## src/rtl/pc_fetch_sequencer.sv

```systemverilog
`default_nettype none
// ============================================================================
// Module   : pc_fetch_sequencer
// Brief    : Owns the PC, drives one-hot address-logic selects and fetches the
//            instruction at PC over a req/ready handshake.
//            Optional macro FETCH_TIMEOUT_EN adds a fetch timeout with re-issue.
// Revision : 1.0  initial release
// ============================================================================
module pc_fetch_sequencer #(
  parameter int ADDR_W  = 16,
  parameter int DATA_W  = 16,
  parameter int TIMEOUT = 15
) (
  input  logic              clk,
  input  logic              reset,
  input  logic [ADDR_W-1:0] al_out,
  output logic [ADDR_W-1:0] pc_side,
  output logic              reset_pc,
  output logic              pc_plus_i,
  output logic              pc_plus_1,
  output logic              r_plus_i,
  output logic              r_plus_0,
  input  logic              cmd_valid,
  input  logic [1:0]        cmd,
  output logic              cmd_ready,
  input  logic              soft_rst,
  output logic [ADDR_W-1:0] mem_addr,
  output logic              mem_read,
  input  logic              mem_ready,
  input  logic [DATA_W-1:0] mem_data,
  output logic [DATA_W-1:0] ir,
  output logic              ir_valid,
  output logic              fetch_err
);

  typedef enum logic [1:0] {
    LOAD0    = 2'd0,
    FETCH    = 2'd1,
    WAIT_CMD = 2'd2
  } state_t;

  state_t            r_state;
  logic [ADDR_W-1:0] r_pc;
  logic [DATA_W-1:0] r_ir;
  logic              r_mem_read;
  logic              r_ir_valid;
  logic              w_accept;
  logic              w_fetch_done;
  logic              w_timeout;

  if (TIMEOUT < 1) begin : g_timeout_guard
    $error("pc_fetch_sequencer: TIMEOUT must be at least 1");
  end

  // soft_rst outranks a command arriving in the same cycle
  assign w_accept     = (r_state == WAIT_CMD) && cmd_valid && !soft_rst;
  assign w_fetch_done = (r_state == FETCH) && r_mem_read && mem_ready;

  assign pc_side   = r_pc;
  assign mem_addr  = r_pc;
  assign mem_read  = r_mem_read;
  assign ir        = r_ir;
  assign ir_valid  = r_ir_valid;
  assign cmd_ready = (r_state == WAIT_CMD);

  // Selects feed al_out in the same cycle, so they cannot wait for a clock edge
  always_comb begin
    reset_pc  = (r_state == LOAD0) && !reset;
    pc_plus_1 = 1'b0;
    pc_plus_i = 1'b0;
    r_plus_i  = 1'b0;
    r_plus_0  = 1'b0;
    if (w_accept) begin
      case (cmd)
        2'b00:   pc_plus_1 = 1'b1;
        2'b01:   pc_plus_i = 1'b1;
        2'b10:   r_plus_i  = 1'b1;
        default: r_plus_0  = 1'b1;
      endcase
    end
  end

`ifdef FETCH_TIMEOUT_EN
  localparam int c_cnt_w = (TIMEOUT < 2) ? 1 : $clog2(TIMEOUT + 1);

  logic [c_cnt_w-1:0] r_cnt;
  logic               r_fetch_err;

  assign w_timeout = (r_state == FETCH) && r_mem_read && !mem_ready &&
                     (r_cnt == c_cnt_w'(TIMEOUT - 1));
  assign fetch_err = r_fetch_err;

  // Counter idles at zero outside FETCH, so every FETCH entry starts fresh
  always_ff @(posedge clk or posedge reset) begin
    if (reset) begin
      r_cnt       <= '0;
      r_fetch_err <= 1'b0;
    end else if (soft_rst) begin
      r_cnt       <= '0;
      r_fetch_err <= 1'b0;
    end else if (r_state != FETCH) begin
      r_cnt <= '0;
    end else if (w_timeout) begin
      r_cnt       <= '0;
      r_fetch_err <= 1'b1;
    end else if (r_mem_read && !mem_ready) begin
      r_cnt <= r_cnt + 1'b1;
    end
  end
`else
  assign w_timeout = 1'b0;
  assign fetch_err = 1'b0;
`endif

  always_ff @(posedge clk or posedge reset) begin
    if (reset) begin
      r_state    <= LOAD0;
      r_pc       <= '0;
      r_ir       <= '0;
      r_mem_read <= 1'b0;
      r_ir_valid <= 1'b0;
    end else begin
      r_ir_valid <= 1'b0;
      if (soft_rst) begin
        // Abandon any fetch in flight; ir keeps its last good value
        r_state    <= LOAD0;
        r_mem_read <= 1'b0;
        if (r_state == LOAD0) begin
          r_pc <= al_out;
        end
      end else begin
        case (r_state)
          LOAD0: begin
            r_pc       <= al_out;
            r_state    <= FETCH;
            r_mem_read <= 1'b1;
          end
          FETCH: begin
            if (w_fetch_done) begin
              r_ir       <= mem_data;
              r_ir_valid <= 1'b1;
              r_mem_read <= 1'b0;
              r_state    <= WAIT_CMD;
            end else if (w_timeout) begin
              r_mem_read <= 1'b0;
            end else begin
              r_mem_read <= 1'b1;
            end
          end
          WAIT_CMD: begin
            if (w_accept) begin
              r_pc       <= al_out;
              r_state    <= FETCH;
              r_mem_read <= 1'b1;
            end
          end
          default: begin
            r_state    <= LOAD0;
            r_mem_read <= 1'b0;
          end
        endcase
      end
    end
  end

endmodule
`default_nettype wire

```

## config.mk

```make
export PLATFORM = sky130hd
export DESIGN_NAME = pc_fetch_sequencer
export DESIGN_NICKNAME = d
export VERILOG_FILES = /design/src/rtl/pc_fetch_sequencer.sv
export SDC_FILE = /design/constraint.sdc
export NUM_CORES = 1
export LEC_CHECK = 0
export ABC_AREA = 1
export CORE_ASPECT_RATIO = 0.5
export CORE_UTILIZATION = 25
export DETAILED_ROUTE_END_ITERATION = 8
export GPL_ROUTABILITY_DRIVEN = 0
export PLACE_DENSITY = 0.56
export SYNTH_ARGS = -nofsm -noshare
export SYNTH_HDL_FRONTEND = slang
export SYNTH_SLANG_ARGS = --single-unit
```

## constraint.sdc

```tcl
create_clock -name clk -period 1.1 [get_ports clk]
set_clock_uncertainty 0.1 [all_clocks]
set_input_delay 0.11 -clock clk [delete_from_list [all_inputs] [get_ports clk]]
set_output_delay 0.11 -clock clk [all_outputs]
set_load 0.005 [all_outputs]
```

* Word-level counts from Yosys, hierarchy flattened
Index checks and enable logic that the tools add are counted.
Word-level totals: memories 0, word-level logic and storage cells 50, input port bits 39, RAM bits 0, latch bits 0, memory bits (read-only) 0, output and inout bits 57, register bits 36
Operators by class: magnitude comparators 0, eq/ne operators 7, reduce and logical (&&, ||, !) cells 14, shift operators 0, $add $sub $neg 0, divide/modulo/power cells 0, bitwise logic cells 1, mux-type cells 23, $mul 0
Operator list (number):
- $mux 16 | 3
- $pmux 16 s2 | 1
- $mux 1 | 14
- $mux 2 | 3
- $pmux 2 s3 | 1
- $reduce_and 3->1 | 2
- $logic_and 1x1->1 | 5
- $eq 2x1->1 const B | 2
- $eq 2x2->1 const B | 2
- $logic_not 2->1 | 2
- $ne 3x1->1 const B | 1
- $ne 3x3->1 const B | 1
- $pmux 1 s3 | 1
- $reduce_or 3->1 | 1
- $logic_not 1->1 | 2
- $ne 2x1->1 const B | 1
- $reduce_and 2->1 | 1
- $reduce_bool 2->1 | 1
- $not 1->1 | 1

* Longest topological paths before layout
depth in word-level cells 6, gate-level depth with buffers 6, mapped depth without buffers 5

* Least setup slack after synthesis
No wires, ideal clock.
path kind reg-to-reg, start point reg r_mem_read (netlist: mem_read), end point reg r_ir[2] (netlist: ir[2]), cell stages (with the launch flop) 6, arrival 0.980 ns, path slack -0.096 ns, setup time 0.117 ns, path through dfrtp_1 nand2_1 clkinv_1 buf_2 nand3_1 nand2_1
Between the ends: cells in the longest elaborated chain, start to end 3
RTL lines:
- start: declaration | RTL line 45 | logic r_mem_read;
- start signal: assignment | RTL line 120 | r_mem_read <= 1'b0;
- start signal: assignment | RTL line 127 | r_mem_read <= 1'b0;
- start signal: assignment | RTL line 136 | r_mem_read <= 1'b1;
- $logic_and 1x1->1 (2 in a row) | RTL line 57 | assign w_fetch_done = (r_state == FETCH) && r_mem_read && mem_ready;
- $reduce_and 3->1 (no source line)
- end signal: assignment | RTL line 140 | r_ir <= mem_data;
- end: declaration | RTL line 44 | logic [DATA_W-1:0] r_ir;
No other way between the ends. A chain may end at the register's enable or synchronous reset.

* Final worst setup path
start point reg r_state[0], end point reg r_ir[1] (netlist: ir[1])
Between the ends: cells in the longest elaborated chain, start to end 4
RTL lines:
- start: declaration | RTL line 42 | state_t r_state;
- start signal: assignment | RTL line 117 | r_state <= LOAD0;
- start signal: assignment | RTL line 126 | r_state <= LOAD0;
- start signal: assignment | RTL line 135 | r_state <= FETCH;
- $eq 2x1->1 (*) | RTL line 57, 132
- $logic_and 1x1->1 (2 in a row) | RTL line 57
- $reduce_and 3->1 (no source line) (*)
Mark *: on every way between the ends. The rest lies on a longest branch, timed or not.

==> out/qor.yml <==
largest_family_of_logic_cells_by_synthesized_area: "simple AND/OR/NAND/NOR gates"
port_buffers: 94
post_synthesis_cell_type_count: 19
netlist.top_cell.by_area: "sky130_fd_sc_hd__dfrtp_1"
drt-pass1-iter-count: 4
cts.hold.buffers_added: 0
wl_per_cell_um: 13.3
grt_start_max_net_pins: 22
worst_skew_pair.late_latency_ns: 0.28
dp_hpwl_mm: 3.48
floorplan_die_height_um: 59.9
sum_of_buffers_and_inverters_on_the_critical_path: 3
cts_max_path_buffers: 2
timing.final.crit_period_ns: 1.42
multiInputGateArea_um2: 676
worst_setup_start_kind: "flop"
max_rail_drop_vdd_mv: 0.721
p_leak_uw: 0.00158
synth_compound_area_share_pct: 0
final_net_count: 349
tritoncts: "built"
clock_tree.root_cell: "sky130_fd_sc_hd__clkbuf_16"
critical-path-top-delay-family: "simple AND/OR/NAND/NOR gates"
final_util_pct: 48.7
netlist.area_leader.share_pct: 53.7
critical_path_peak_fanout: 4
n_fill_cell: 608
timing.reg2reg.setup_slack_ns: -0.32
initial_utilization_pct: 26.8
synth_seq_area_share_pct: 53.7
dpl.cell_count: 363
num_antenna_cells: 0
cts.clk_slew.worst_paths_ns: 0.06
final_count_of_pins_violating_max_slew: 0
core_area_mm2: 0.00626
layout_commonest_cell: "sky130_fd_sc_hd__nand2_1"
dpl_cell_area_mm2: 0.00268
synth.area.mux_share_pct: 0
grt_pass1_wl_mm: 8.34
grt_use_total_pct: 15.3
synth_simple_gate_area_share_pct: 33.0
cap_violations: 0
synth_cells: 190
crit_path_max_incr_delay_ns: 0.40
htreeDepth: 2
die_footprint_mm2: 0.00706
run_status: "finished with violations"
mostFrequentLayoutCells: "sky130_fd_sc_hd__nand2_1 (60), sky130_fd_sc_hd__clkdlybuf4s50_1 (37), sky130_fd_sc_hd__dfrtp_1 (36)"
routed_wl_mm: 5.29
postLayoutSetupSlackWorst_ns: -0.321
power.total_uw: 5970
dr_total_vias: 1680
critPathRequiredTime_ns: 1.17
clock-sinks: 36
cts_buffers: 5
violations: "negative setup slack"
drive_gt1_share_pct: 42.4
design_area_mm2: 0.00305
postSynthRegisterBits: 36
die-width_um: 118
first_iter_violations: 45
timing.setup.critical_path_class: "flop to flop"
synthesis.area_per_instance_um2: 8.82
grt-ovfl-total: 0
rsz0062_at_grt: "yes"
syn_nets: 229
max_clock_freq_mhz: 703
hold_viol_final: 0
grt_antenna_before_repair: 0
synthToLayoutAreaGrowth_pct: 81.8
synthTopCellsByArea: "sky130_fd_sc_hd__dfrtp_1 (54%), sky130_fd_sc_hd__nand2_1 (16%), sky130_fd_sc_hd__nand3_1 (10%)"
ant_nets: 0
via_count_of_the_first_global_routing_pass: 1746
yosys_warnings: 0
finalCritPeriodShare_pct: 129
finalSetupViolCount: 49
rows: 20
seq_area_um2: 901
worst-endpoint-arrival_ns: 1.49
final-instance-count-excl-fill: 399
synth_xor_area_share_pct: 0
critical_path.cell_chain: "buf_6 > inv_4 > buf_6 > nor2_4 > nand3_2 > nand2_1 > nand2_1"
synthesis.area_mm2: 0.00168
remaining_drc_errors: 0
slowest_stage: "sky130_fd_sc_hd__dfrtp_1"
tns_ns: -10.03
cellPowerDensity_mw_per_mm2: 1960
boundaryPins: 96
hold_class: "primary input to async pin"
critical_path.endpoint_type: "flop"
routed_via_density: 4.21
synth_adder_area_share_pct: 0
==> sequential cells by signal, indices dropped and copies added, names as in the netlist <==
signal and count:
r_state 2, mem_addr 16, mem_read 1, ir_valid 1, ir 16
==> report_power, final <==
| group | leakage (µW) | total [µW] | internal [µW] | switching [µW] |
|---|---|---|---|---|
| Sequential | 0.000446 | 1940 | 1680 | 254 |
| Clock | 0.000104 | 2070 | 1530 | 547 |
| Combinational | 0.00103 | 1950 | 1130 | 824 |
| Total | 0.00158 | 5970 | 4340 | 1620 |
==> synth_stat cells <==
| cell | number |
|---|---|
| sky130_fd_sc_hd__clkinv_1 | 1 |
| sky130_fd_sc_hd__nand3_4 | 1 |
| sky130_fd_sc_hd__inv_2 | 2 |
| sky130_fd_sc_hd__nor2_2 | 1 |
| sky130_fd_sc_hd__nand3b_1 | 1 |
| sky130_fd_sc_hd__buf_2 | 1 |
| sky130_fd_sc_hd__nor2_1 | 3 |
| sky130_fd_sc_hd__nand2_4 | 2 |
| sky130_fd_sc_hd__conb_1 | 1 |
| sky130_fd_sc_hd__nand2_1 | 70 |
| sky130_fd_sc_hd__nand3_1 | 34 |
| sky130_fd_sc_hd__buf_4 | 19 |
| sky130_fd_sc_hd__inv_1 | 7 |
| sky130_fd_sc_hd__and2_1 | 1 |
| sky130_fd_sc_hd__nor2_4 | 2 |
| sky130_fd_sc_hd__nor3_1 | 4 |
| sky130_fd_sc_hd__nand2_2 | 1 |
| sky130_fd_sc_hd__buf_6 | 3 |
| sky130_fd_sc_hd__dfrtp_1 | 36 |
==> layer usage <==
layer | global-route usage, % | routed length, µm | vias to the layer above | share of wire (%)
met4 | 4.58 | 33 | 0 | 0.62
met5 | 0 | 0 | - | 0
met1 | 17.3 | 2210 | 814 | 42
met3 | 3.82 | 189 | 4 | 3.6
met2 | 29.4 | 2850 | 34 | 54
li1 | - | - | 828 | -
==> cells by family after synthesis <==
| family | after synthesis |
|---|---|
| DFF | 36 |
| other | 1 |
| buffers and inverters | 33 |
| and+or+nand+nor | 120 |
==> repair_timing <==
action	4_1_cts	5_1_grt
pin swaps	3	2
cloned	2	1
gates resized for setup	184	56
buffers inserted	22	6
endpoints found under the setup margin	92	83
==> cell type report <==
class | count | area share [%]
timing repair buffer | 133 | 36.1
clock buffer | 5 | 4.11
multi-input combinational | 124 | 22.2
clock inverter | 3 | 2.96
tap | 88 | 3.61
inverter | 10 | 1.48
sequential | 36 | 29.6
==> final timing paths <==
path | from | cells past startpoint | to
max reg2reg | r_state[0] | 7 | ir[1]
max in group asynchronous | reset | 3 | mem_read
min in group clk | al_out[3] | 3 | mem_addr[3]
min reg2reg | ir[4] | 2 | ir[4]
max | r_state[0] | 7 | ir[1]
min | reset | 3 | mem_addr[2]
==> stage by stage <==
stage          setup slack (ns)  hold slack (ns)
6_report                 -0.321            0.121
5_1_grt                  -0.381            0.133
4_1_cts                  -0.285            0.121
3_5_place_dp             -0.632            0.357
3_3_place_gp             -0.588            0.356
2_1_floorplan           -0.0495            0.120
==> tightest hold or removal path: cells and delay by family <==
kind	cells	cell delay, ns
buffers and inverters	3	0.73
Power figures use the tool's default switching activity.
